`config.mk`:
```
export PLATFORM = sky130hd
export DESIGN_NAME = instr_load_ctrl_flat
export DESIGN_NICKNAME = d
export VERILOG_FILES = /design/src/rtl/instr_load_ctrl_pkg.sv /design/src/rtl/instr_load_ctrl_if.sv /design/src/rtl/instr_load_ctrl_sync_fifo.sv /design/src/rtl/instr_load_ctrl.sv /design/src/flat_wrapper.sv
export SDC_FILE = /design/constraint.sdc
export NUM_CORES = 1
export LEC_CHECK = 0
export BUFFER_PORTS_ARGS = -buffer_cell sky130_fd_sc_hd__buf_2
export CORE_MARGIN = 4
export CORE_UTILIZATION = 50
export DETAILED_ROUTE_END_ITERATION = 8
export GPL_TIMING_DRIVEN = 0
export PLACE_DENSITY = 0.76
export SLEW_MARGIN = 40
export SYNTH_ARGS = -nofsm -noshare
export SYNTH_HDL_FRONTEND = slang
export SYNTH_SLANG_ARGS = --single-unit
```
`constraint.sdc`:
```
create_clock -name clk_i -period 6.63 [get_ports clk_i]
set_input_delay 1.6575 -clock clk_i [delete_from_list [all_inputs] [get_ports clk_i]]
set_output_delay 1.6575 -clock clk_i [all_outputs]
set_load 0.02 [all_outputs]
```
`src/rtl/instr_load_ctrl_pkg.sv`:
```
// Shared types and constants for the instruction-load controller.
// Holds the load FSM state encoding and the instruction word width.
package instr_load_ctrl_pkg;

    localparam int INSTR_W = 32;

    typedef enum logic [1:0] {
        IDLE  = 2'd0,
        LOAD  = 2'd1,
        DRAIN = 2'd2,
        DONE  = 2'd3
    } load_state_t;

endpackage

```
`src/rtl/instr_load_ctrl_if.sv`:
```
// Loader / instruction-cache / CPU-control bundle of the instruction-load controller.
// The controller uses the slave modport; the loader/environment side uses master.
interface instr_load_ctrl_if
    import instr_load_ctrl_pkg::*;
#(
    parameter int IMEM_WORDS = 256
);
    localparam int AW = $clog2(IMEM_WORDS);

    logic               wr_instr_en_i;
    logic [INSTR_W-1:0] wr_instr_i;
    logic               wr_last_i;
    logic               wr_ready_o;
    logic               cache_we_o;
    logic [AW-1:0]      cache_addr_o;
    logic [INSTR_W-1:0] cache_wdata_o;
    logic               cache_ready_i;
    logic               cpu_stall_o;
    logic               cpu_rst_o;
    logic [AW:0]        words_loaded_o;
    logic               overflow_o;

    modport slave (
        input  wr_instr_en_i, wr_instr_i, wr_last_i, cache_ready_i,
        output wr_ready_o, cache_we_o, cache_addr_o, cache_wdata_o,
               cpu_stall_o, cpu_rst_o, words_loaded_o, overflow_o
    );

    modport master (
        output wr_instr_en_i, wr_instr_i, wr_last_i, cache_ready_i,
        input  wr_ready_o, cache_we_o, cache_addr_o, cache_wdata_o,
               cpu_stall_o, cpu_rst_o, words_loaded_o, overflow_o
    );

endinterface

```
`src/rtl/instr_load_ctrl_sync_fifo.sv`:
```
// Single-clock staging FIFO; head is presented combinationally from the storage array.
// Push while full and pop while empty are ignored.
module sync_fifo #(
    parameter int DEPTH = 4,
    parameter int WIDTH = 32
) (
    input  logic             clk,
    input  logic             rst,
    input  logic             push,
    input  logic [WIDTH-1:0] push_data,
    input  logic             pop,
    output logic [WIDTH-1:0] head,
    output logic             full,
    output logic             empty
);
    localparam int PW = $clog2(DEPTH);

    logic [WIDTH-1:0] mem_r [DEPTH];
    logic [PW-1:0]    wr_ptr_r;
    logic [PW-1:0]    rd_ptr_r;
    logic [PW:0]      count_r;
    logic             do_push_s;
    logic             do_pop_s;

    assign full      = (count_r == (PW+1)'(DEPTH));
    assign empty     = (count_r == (PW+1)'(0));
    assign do_push_s = push && !full;
    assign do_pop_s  = pop && !empty;
    assign head      = mem_r[rd_ptr_r];

    // Storage, pointers and occupancy; simultaneous push and pop keep the count.
    always_ff @(posedge clk or posedge rst) begin
        if (rst) begin
            for (int i = 0; i < DEPTH; i++) begin
                mem_r[i] <= '0;
            end
            wr_ptr_r <= '0;
            rd_ptr_r <= '0;
            count_r  <= '0;
        end else begin
            if (do_push_s) begin
                mem_r[wr_ptr_r] <= push_data;
                wr_ptr_r        <= wr_ptr_r + PW'(1);
            end
            if (do_pop_s) begin
                rd_ptr_r <= rd_ptr_r + PW'(1);
            end
            case ({do_push_s, do_pop_s})
                2'b10:   count_r <= count_r + (PW+1)'(1);
                2'b01:   count_r <= count_r - (PW+1)'(1);
                default: count_r <= count_r;
            endcase
        end
    end

endmodule

```
`src/rtl/instr_load_ctrl.sv`:
```
// Streams a loaded program through a staging FIFO into the instruction cache,
// stalling the CPU during the load and pulsing its reset once the load completes.
module instr_load_ctrl
    import instr_load_ctrl_pkg::*;
#(
    parameter int IMEM_WORDS = 256,
    parameter int FIFO_DEPTH = 4
) (
    input  logic              clk_i,
    input  logic              rst_i,
    instr_load_ctrl_if.slave  bus
);
    localparam int AW = $clog2(IMEM_WORDS);
    localparam int CW = AW + 1;

    load_state_t        state_r;
    load_state_t        state_s;
    logic [CW-1:0]      count_r;
    logic               overflow_r;
    logic               stall_r;
    logic               cpu_rst_r;

    logic               full_s;
    logic               empty_s;
    logic [INSTR_W-1:0] head_s;
    logic               wr_ready_s;
    logic               accept_s;
    logic               room_s;
    logic               cache_we_s;
    logic               write_s;
    logic               drop_s;
    logic               pop_s;

    // Address and word count are the same counter; it stops at IMEM_WORDS.
    assign room_s     = (count_r < CW'(IMEM_WORDS));
    assign wr_ready_s = ((state_r == IDLE) || (state_r == LOAD)) && !full_s;
    assign accept_s   = bus.wr_instr_en_i && wr_ready_s;
    assign cache_we_s = !empty_s && room_s;
    assign write_s    = cache_we_s && bus.cache_ready_i;
    assign drop_s     = !empty_s && !room_s;
    assign pop_s      = write_s || drop_s;

    sync_fifo #(
        .DEPTH (FIFO_DEPTH),
        .WIDTH (INSTR_W)
    ) u_fifo (
        .clk       (clk_i),
        .rst       (rst_i),
        .push      (accept_s),
        .push_data (bus.wr_instr_i),
        .pop       (pop_s),
        .head      (head_s),
        .full      (full_s),
        .empty     (empty_s)
    );

    // Load sequencing: a first word carrying the last flag skips LOAD.
    always_comb begin
        state_s = state_r;
        case (state_r)
            IDLE: begin
                if (accept_s) begin
                    state_s = bus.wr_last_i ? DRAIN : LOAD;
                end else begin
                    state_s = IDLE;
                end
            end
            LOAD: begin
                if (accept_s && bus.wr_last_i) begin
                    state_s = DRAIN;
                end else begin
                    state_s = LOAD;
                end
            end
            DRAIN: begin
                if (empty_s) begin
                    state_s = DONE;
                end else begin
                    state_s = DRAIN;
                end
            end
            DONE:    state_s = IDLE;
            default: state_s = IDLE;
        endcase
    end

    // State, counters and registered CPU controls.
    always_ff @(posedge clk_i or posedge rst_i) begin
        if (rst_i) begin
            state_r    <= IDLE;
            count_r    <= '0;
            overflow_r <= 1'b0;
            stall_r    <= 1'b0;
            cpu_rst_r  <= 1'b0;
        end else begin
            state_r   <= state_s;
            stall_r   <= (state_s != IDLE);
            cpu_rst_r <= (state_s == DONE);
            // FIFO is always empty in IDLE, so no write can race the clear.
            if (accept_s && (state_r == IDLE)) begin
                count_r    <= '0;
                overflow_r <= 1'b0;
            end else begin
                if (write_s) begin
                    count_r <= count_r + CW'(1);
                end
                if (drop_s) begin
                    overflow_r <= 1'b1;
                end
            end
        end
    end

    assign bus.wr_ready_o     = wr_ready_s;
    assign bus.cache_we_o     = cache_we_s;
    assign bus.cache_addr_o   = count_r[AW-1:0];
    assign bus.cache_wdata_o  = head_s;
    assign bus.cpu_stall_o    = stall_r;
    assign bus.cpu_rst_o      = cpu_rst_r;
    assign bus.words_loaded_o = count_r;
    assign bus.overflow_o     = overflow_r;

endmodule

```
`src/flat_wrapper.sv`:
```
// flat-port wrapper written by rule: the top's interface ports become plain ports
module instr_load_ctrl_flat import instr_load_ctrl_pkg::*;
#(
    parameter int IMEM_WORDS = 256,
    parameter int FIFO_DEPTH = 4
)
  (clk_i, rst_i, bus_wr_instr_en_i, bus_wr_instr_i, bus_wr_last_i, bus_cache_ready_i, bus_wr_ready_o, bus_cache_we_o, bus_cache_addr_o, bus_cache_wdata_o, bus_cpu_stall_o, bus_cpu_rst_o, bus_words_loaded_o, bus_overflow_o);
  instr_load_ctrl_if #(.IMEM_WORDS(IMEM_WORDS)) bus_i ();
  input  logic clk_i;
  input  logic rst_i;
  input wire logic [$bits(bus_i.wr_instr_en_i)-1:0] bus_wr_instr_en_i;
  input wire logic [$bits(bus_i.wr_instr_i)-1:0] bus_wr_instr_i;
  input wire logic [$bits(bus_i.wr_last_i)-1:0] bus_wr_last_i;
  input wire logic [$bits(bus_i.cache_ready_i)-1:0] bus_cache_ready_i;
  output wire logic [$bits(bus_i.wr_ready_o)-1:0] bus_wr_ready_o;
  output wire logic [$bits(bus_i.cache_we_o)-1:0] bus_cache_we_o;
  output wire logic [$bits(bus_i.cache_addr_o)-1:0] bus_cache_addr_o;
  output wire logic [$bits(bus_i.cache_wdata_o)-1:0] bus_cache_wdata_o;
  output wire logic [$bits(bus_i.cpu_stall_o)-1:0] bus_cpu_stall_o;
  output wire logic [$bits(bus_i.cpu_rst_o)-1:0] bus_cpu_rst_o;
  output wire logic [$bits(bus_i.words_loaded_o)-1:0] bus_words_loaded_o;
  output wire logic [$bits(bus_i.overflow_o)-1:0] bus_overflow_o;
  assign bus_i.wr_instr_en_i = bus_wr_instr_en_i;
  assign bus_i.wr_instr_i = bus_wr_instr_i;
  assign bus_i.wr_last_i = bus_wr_last_i;
  assign bus_i.cache_ready_i = bus_cache_ready_i;
  assign bus_wr_ready_o = bus_i.wr_ready_o;
  assign bus_cache_we_o = bus_i.cache_we_o;
  assign bus_cache_addr_o = bus_i.cache_addr_o;
  assign bus_cache_wdata_o = bus_i.cache_wdata_o;
  assign bus_cpu_stall_o = bus_i.cpu_stall_o;
  assign bus_cpu_rst_o = bus_i.cpu_rst_o;
  assign bus_words_loaded_o = bus_i.words_loaded_o;
  assign bus_overflow_o = bus_i.overflow_o;
  instr_load_ctrl #(.IMEM_WORDS(IMEM_WORDS), .FIFO_DEPTH(FIFO_DEPTH)) u_core (.clk_i(clk_i), .rst_i(rst_i), .bus(bus_i));
endmodule
```
After elaboration in Yosys (flattened, before gate mapping)
Cells that the tools add are included.
{"block": "classes", "addsub": 5, "n_lt_le_gt_ge": 4, "eq_ne": 7, "mux": 16, "bitwise": 2, "n_reduce_logical": 21}
{"operator": "bitwise mux 128 bit", "count": 1}
{"operator": "2-to-1 mux 32 bit", "count": 3}
{"operator": "binary-select mux 32 bit (select 2 bit)", "count": 1}
{"operator": "demux 32 bit (select 2 bit)", "count": 1}
{"operator": "2-to-1 mux 9 bit", "count": 2}
{"operator": "logical AND 1 bit", "count": 10}
{"operator": "adder 9 x 1 -> 9 bit (second input constant)", "count": 1}
{"operator": "less-than comparator 9 bit (second input constant)", "count": 1}
{"operator": "== test 2 bit (second input constant)", "count": 4}
{"operator": "one-hot mux 2 bit (4 select lines)", "count": 1}
{"operator": "nonzero test 2 bit", "count": 4}
{"operator": ">= comparator 3 bit (second input constant)", "count": 2}
{"operator": "2-to-1 mux 2 bit", "count": 3}
{"operator": "inverter 2 -> 3 bit", "count": 2}
{"operator": "one-hot mux 3 bit (2 select lines)", "count": 1}
{"operator": "adder 2 x 1 -> 2 bit (second input constant)", "count": 2}
{"operator": "== test 2 x 1 -> 1 bit (second input constant)", "count": 2}
{"operator": "adder 3 x 1 -> 3 bit (second input constant)", "count": 1}
{"operator": "== test 3 bit (second input constant)", "count": 1}
{"operator": "zero test 1 bit", "count": 3}
{"operator": "zero test 3 bit", "count": 1}
{"operator": "less-than comparator 3 x 1 -> 1 bit (second input constant)", "count": 1}
{"operator": "2-to-1 mux 1 bit", "count": 3}
{"operator": "subtractor 3 x 1 -> 3 bit (second input constant)", "count": 1}
{"operator": "other kinds (2)", "count": 3}
{"block": "word_totals", "reg_bits": 149, "input_bits": 37, "output_inout_bits": 54, "wordCells": 67}

Longest topological paths before layout
{"block": "depth", "word_depth": 8, "ltp_mapped": 10}

Cells and area by module
A second synthesis with hierarchy kept.
{"block": "unflattened", "hier_cells": 427, "area_unflattened_um2": 6705.2}
{"module": "sync_fifo", "n_inst": 1, "cells_per_inst": 349, "area_per_inst_um2": 5967.0}
{"module": "instr_load_ctrl", "n_inst": 1, "cells_per_inst": 78, "area_per_inst_um2": 738.2}

Worst setup path before layout
No wires, ideal clock.
{"block": "synth_timing", "kind": "in2reg", "start": "input port bus_wr_instr_en_i", "end": "register u_core.u_fifo.count_r[2]", "setup_ps": 79, "t_arrival_ps": 2997, "required_time_ps": 6551, "setup_slack_ps": 3553, "cell_stages": 8, "path_cell_list": "and2b_4 > nand2_1 > ha_1 > inv_1 > fa_1 > xor2_1 > nor2_1 > xor2_1"}
{"block": "synth_between", "elab_chain_cells": 4}
{"item": "from (decl)", "line": "flat_wrapper.sv:11", "source": "input wire logic [$bits(bus_i.wr_instr_en_i)-1:0] bus_wr_instr_en_i;"}
{"item": "logical AND 1 bit (*)", "line": "instr_load_ctrl.sv:37", "source": "assign accept_s = bus.wr_instr_en_i && wr_ready_s;"}
{"item": "logical AND 1 bit (*)", "line": "instr_load_ctrl_sync_fifo.sv:27", "source": "assign do_push_s = push && !full;"}
{"item": "== test 2 x 1 -> 1 bit or == test 2 bit (tied branches)", "line": "instr_load_ctrl_sync_fifo.sv:48", "source": "case ({do_push_s, do_pop_s})"}
{"item": "one-hot mux 3 bit (2 select lines) or nonzero test 2 bit (tied branches)"}
{"item": "to (signal assigned)", "line": "instr_load_ctrl_sync_fifo.sv:49", "source": "2'b10: count_r <= count_r + (PW+1)'(1);"}
{"item": "to (signal assigned)", "line": "instr_load_ctrl_sync_fifo.sv:50", "source": "2'b01: count_r <= count_r - (PW+1)'(1);"}
{"item": "to (signal assigned)", "line": "instr_load_ctrl_sync_fifo.sv:51", "source": "default: count_r <= count_r;"}
{"item": "to (decl)", "line": "instr_load_ctrl_sync_fifo.sv:21", "source": "logic [PW:0] count_r;"}
Every way passes the cells marked *; elsewhere a longest branch is shown, timed or not.
A chain may end at the register's enable or synchronous reset.

Worst setup path after layout
{"block": "layout_timing", "start": "register u_core.u_fifo.rd_ptr_r[1]", "end": "output port bus_cache_wdata_o[18]"}
{"block": "layout_between", "elab_chain_cells": 4}
{"item": "from (decl)", "line": "instr_load_ctrl_sync_fifo.sv:20", "source": "logic [PW-1:0] rd_ptr_r;"}
{"item": "from (signal assigned)", "line": "instr_load_ctrl_sync_fifo.sv:46", "source": "rd_ptr_r <= rd_ptr_r + PW'(1);"}
{"item": "inverter 2 -> 3 bit (not written as such)", "line": "instr_load_ctrl_sync_fifo.sv:29", "source": "assign head = mem_r[rd_ptr_r];"}
{"item": "binary-select mux 32 bit (select 2 bit)", "line": "instr_load_ctrl_sync_fifo.sv:29"}
{"item": "2-to-1 mux 32 bit (not written as such) (2 in series)", "line": "instr_load_ctrl_sync_fifo.sv:29"}
{"item": "to (decl)", "line": "flat_wrapper.sv:18", "source": "output wire logic [$bits(bus_i.cache_wdata_o)-1:0] bus_cache_wdata_o;"}
No other way between the ends. The select of a mux whose other input is x is not followed.

==> implementation parameters <==
Parameter                              Value

Outcome
  Status    finished, final reports clean

Timing
  FMAX    254.3 MHz
  Rel. slew slack    52.13%
  Tmin final    3932 ps
  Hold violation total from the final report    0
  Minimum hold slack    501.8 ps
  # setup viols final    0
  Smallest setup slack after layout    2698 ps
  Setup TNS    0 ps
  Transition time of the tightest slew-check pin    718.1 ps
  Pins over their slew limit    0
  Setup repair after global routing missed its margin    false
  Final period util    59.30%
  Worst-case clock skew    8.617 ps

Floorplanning
  Die Outline Area    16,740 um2
  Total number of placement rows    44
  Number of ports placed on the die boundary    91
  Die H    129.4 um
  Initial standard-cell utilization of the core    50.87%
  Placeable Area    14,480 um2
  Die W    129.4 um

Placed design
  Placed cell count    705
  Final Wtd Congestion    0.7632
  Cell Area, Placed    8082 um2
  IO buf count    90
  Setup WS pre-CTS    3111 ps
  Dpl hpwl    9.723 mm

Worst setup path
  Largest stage delay on the critical path    600 ps
  Worst-path cell with the longest stage delay    sky130_fd_sc_hd__clkbuf_1
  Maximum fanout along the worst path    10
  Worst path most repeated cell    sky130_fd_sc_hd__clkbuf_1
  Required time worst endpoint    4970 ps
  Worst setup SP type    register
  Crit end category    output port
  Signal arrival time at the worst endpoint    2270 ps
  Critical path type    reg -> out
  Cells along the critical path    clkbuf_1 > clkbuf_1 > mux4_2 > buf_2

Yosys
  Post-synth top flop    sky130_fd_sc_hd__dfrtp_1
  Synth Register Bits    149
  Most instantiated cells after synthesis    sky130_fd_sc_hd__dfrtp_1, sky130_fd_sc_hd__mux2_4, sky130_fd_sc_hd__mux4_2
  Area share of the largest cell type after synthesis    50.62%
  Number of flops mapped to enable cells by yosys    0
  Count leader, synth    sky130_fd_sc_hd__dfrtp_1
  Leading area contributor after synthesis    sky130_fd_sc_hd__dfrtp_1
  Sequential fraction of the synthesis area    50.62%
  Post-synth ARST share    100.0%
  Mean area per synthesized cell    17.13 um2
  Largest cells by area after synthesis    sky130_fd_sc_hd__dfrtp_1, sky130_fd_sc_hd__mux2_4, sky130_fd_sc_hd__mux4_2
  Post-Synthesis Cells    430
  Syn nets    474
  Netlist area before placement    7366 um2
  Count of synthesis-stage warnings from yosys    0
  Unique cell type count in the Yosys netlist    40

Final layout
  Area Growth Syn to Fin    16.70%
  Diode count    0
  Count of filler cells inserted in the layout    1,093
  Ratio of cells with drive above 1 in the final layout    56.52%
  Design Area, Final    8596 um2
  Area occupied by multi-input gates    3237 um2
  Final cell utilization of the core    59.37%
  Non-filler cells in the finished layout    736
  Post-layout nets    584
  Area taken by flip-flops and latches    3729 um2

CTS
  CTS hold repair buffers    0
  Clock tree root buffer cell    sky130_fd_sc_hd__clkbuf_16
  Number of gates resized after cts    0
  CTS Buf Count    17
  Post-CTS Setup Bufs    0
  Clock-pin slew on the worst setup and hold paths    60 ps
  Maximum clock insertion buffer count    2
  Clock tree from TritonCTS    yes
  TritonCTS sink count    149
  Insertion delay to the later sink of the worst-skew pair    410 ps
  Htree depth    4

Job
  Max-cap violation count    0

GRT
  Wire length of the first global-routing pass    24.36 mm
  Maximum number of pins on one net before global-route repair    77
  Number of antenna violations at the first check in global routing    0
  Grt ovf    0
  Vias in the first global route    4,471
  Overall global routing resource usage    18.86%

Detailed routing
  Total DRC errors in the routed layout    0
  Vias per std cell    5.478
  Via Count    4,032
  Post-detailed-route count of antenna-violating nets    0
  Drt wl/cell    19.98 um
  Length of the first detailed-routing pass in iterations    4
  DRC violation total after the first TritonRoute iteration    203
  Sum of routed wire length over all layers    14.71 mm

Power
  Worst ir drop on vdd    0.2232 mV
  Overall power after layout    4.695 mW
  Leakage    4.277 nW
  Ratio of total power to cell area    546.1 nW/um2

Hold path
  Path type of the worst min-delay path    reg -> reg
critical path, delay by kind of cell (launching register included):
| kind | cells | cell delay (ps) |
|---|---|---|
| muxes | 1 | 430 |
| DFF | 1 | 330 |
| buffers and inverters | 3 | 1100 |
flip-flops by register name (all words and copies together), names as in the netlist:
register / flops
u_core.state_r: 2
u_core.bus.words_loaded_o: 9
u_core.u_fifo.mem_r: 128
u_core.bus.overflow_o: 1
u_core.u_fifo.wr_ptr_r: 2
u_core.u_fifo.rd_ptr_r: 2
u_core.u_fifo.count_r: 3
u_core.bus.cpu_rst_o: 1
u_core.bus.cpu_stall_o: 1
logic make-up (layout without fill, tap and decap cells):
logic type | after synthesis | count (layout) | share of synthesized area, %
AO/OA/AOI/OAI | 22 | 22 | 1.953
XOR/XNOR | 6 | 6 | 0.7136
adder cells (fa/ha/maj) | 7 | 7 | 1.291
buffers and inverters | 41 | 163 | 5.436
flip-flops | 149 | 149 | 50.62
multiplexers | 164 | 164 | 36.03
AND/OR/NAND/NOR | 41 | 41 | 3.958
where the power goes:
part / leakage (nW) / switching (mW) / internal, mW
Combinational: 2.22 / 0.962 / 1.26
Sequential: 1.80 / 0.264 / 1.35
Clock: 0.258 / 0.346 / 0.503
Total: 4.28 / 1.57 / 3.12
layout make-up:
| cell class | instances | share of cell area, % |
|---|---|---|
| sequential | 149 | 43.38 |
| multi-input combinational | 240 | 37.66 |
| clock buffer | 26 | 5.691 |
| timing repair buffer | 91 | 5.560 |
| buffer | 32 | 4.265 |
| tap | 184 | 2.678 |
| inverter | 9 | 0.4803 |
| clock inverter | 5 | 0.2911 |
per-layer routing:
metal  track usage (%)  up-vias  wire length, um
met5                 0        -                0
met4             6.115        0              184
met3             4.287       12              665
met2             30.46       85             7162
met1             25.53     2135             6693
li1                  -     1800                -
final timing paths:
path,start,to,slack (ps),depth (start not counted)
setup / recovery,u_core.u_fifo.rd_ptr_r[1],bus_cache_wdata_o[18],2700,4
hold / removal,u_core.u_fifo.mem_r[33],u_core.u_fifo.mem_r[33],500,1
setup reg to reg,u_core.u_fifo.count_r[0],u_core.u_fifo.count_r[2],4190,10
hold reg to reg,u_core.u_fifo.mem_r[33],u_core.u_fifo.mem_r[33],500,1
max in group asynchronous,rst_i,u_core.u_fifo.mem_r[21],4590,3
min in group asynchronous,rst_i,u_core.u_fifo.mem_r[34],1300,2
layout by cell type (no fill, tap or decap), types with 3 or more instances in the layout:
cell type                   Yosys  layout
sky130_fd_sc_hd__dfrtp_1      149     149
sky130_fd_sc_hd__mux2_4       120     120
sky130_fd_sc_hd__buf_2          5      95
sky130_fd_sc_hd__mux4_2        32      32
sky130_fd_sc_hd__clkbuf_16      0      17
sky130_fd_sc_hd__buf_12        12      12
sky130_fd_sc_hd__clkbuf_1       5      11
sky130_fd_sc_hd__mux2_2         9       9
sky130_fd_sc_hd__inv_1          9       8
sky130_fd_sc_hd__buf_4          8       8
sky130_fd_sc_hd__nor2_1         7       7
sky130_fd_sc_hd__a21oi_1        7       7
sky130_fd_sc_hd__ha_1           6       6
sky130_fd_sc_hd__clkinv_2       0       5
sky130_fd_sc_hd__nand3_4        4       4
sky130_fd_sc_hd__o21ai_0        4       4
sky130_fd_sc_hd__o31ai_1        4       4
sky130_fd_sc_hd__or4_1          4       4
sky130_fd_sc_hd__nand3_1        4       4
sky130_fd_sc_hd__nand2_1        4       4
sky130_fd_sc_hd__nand2b_1       3       3
sky130_fd_sc_hd__mux2i_1        3       3
sky130_fd_sc_hd__xnor2_1        3       3
sky130_fd_sc_hd__xor2_1         3       3
sky130_fd_sc_hd__clkbuf_8       0       3
(Power assumes the default switching activity.)
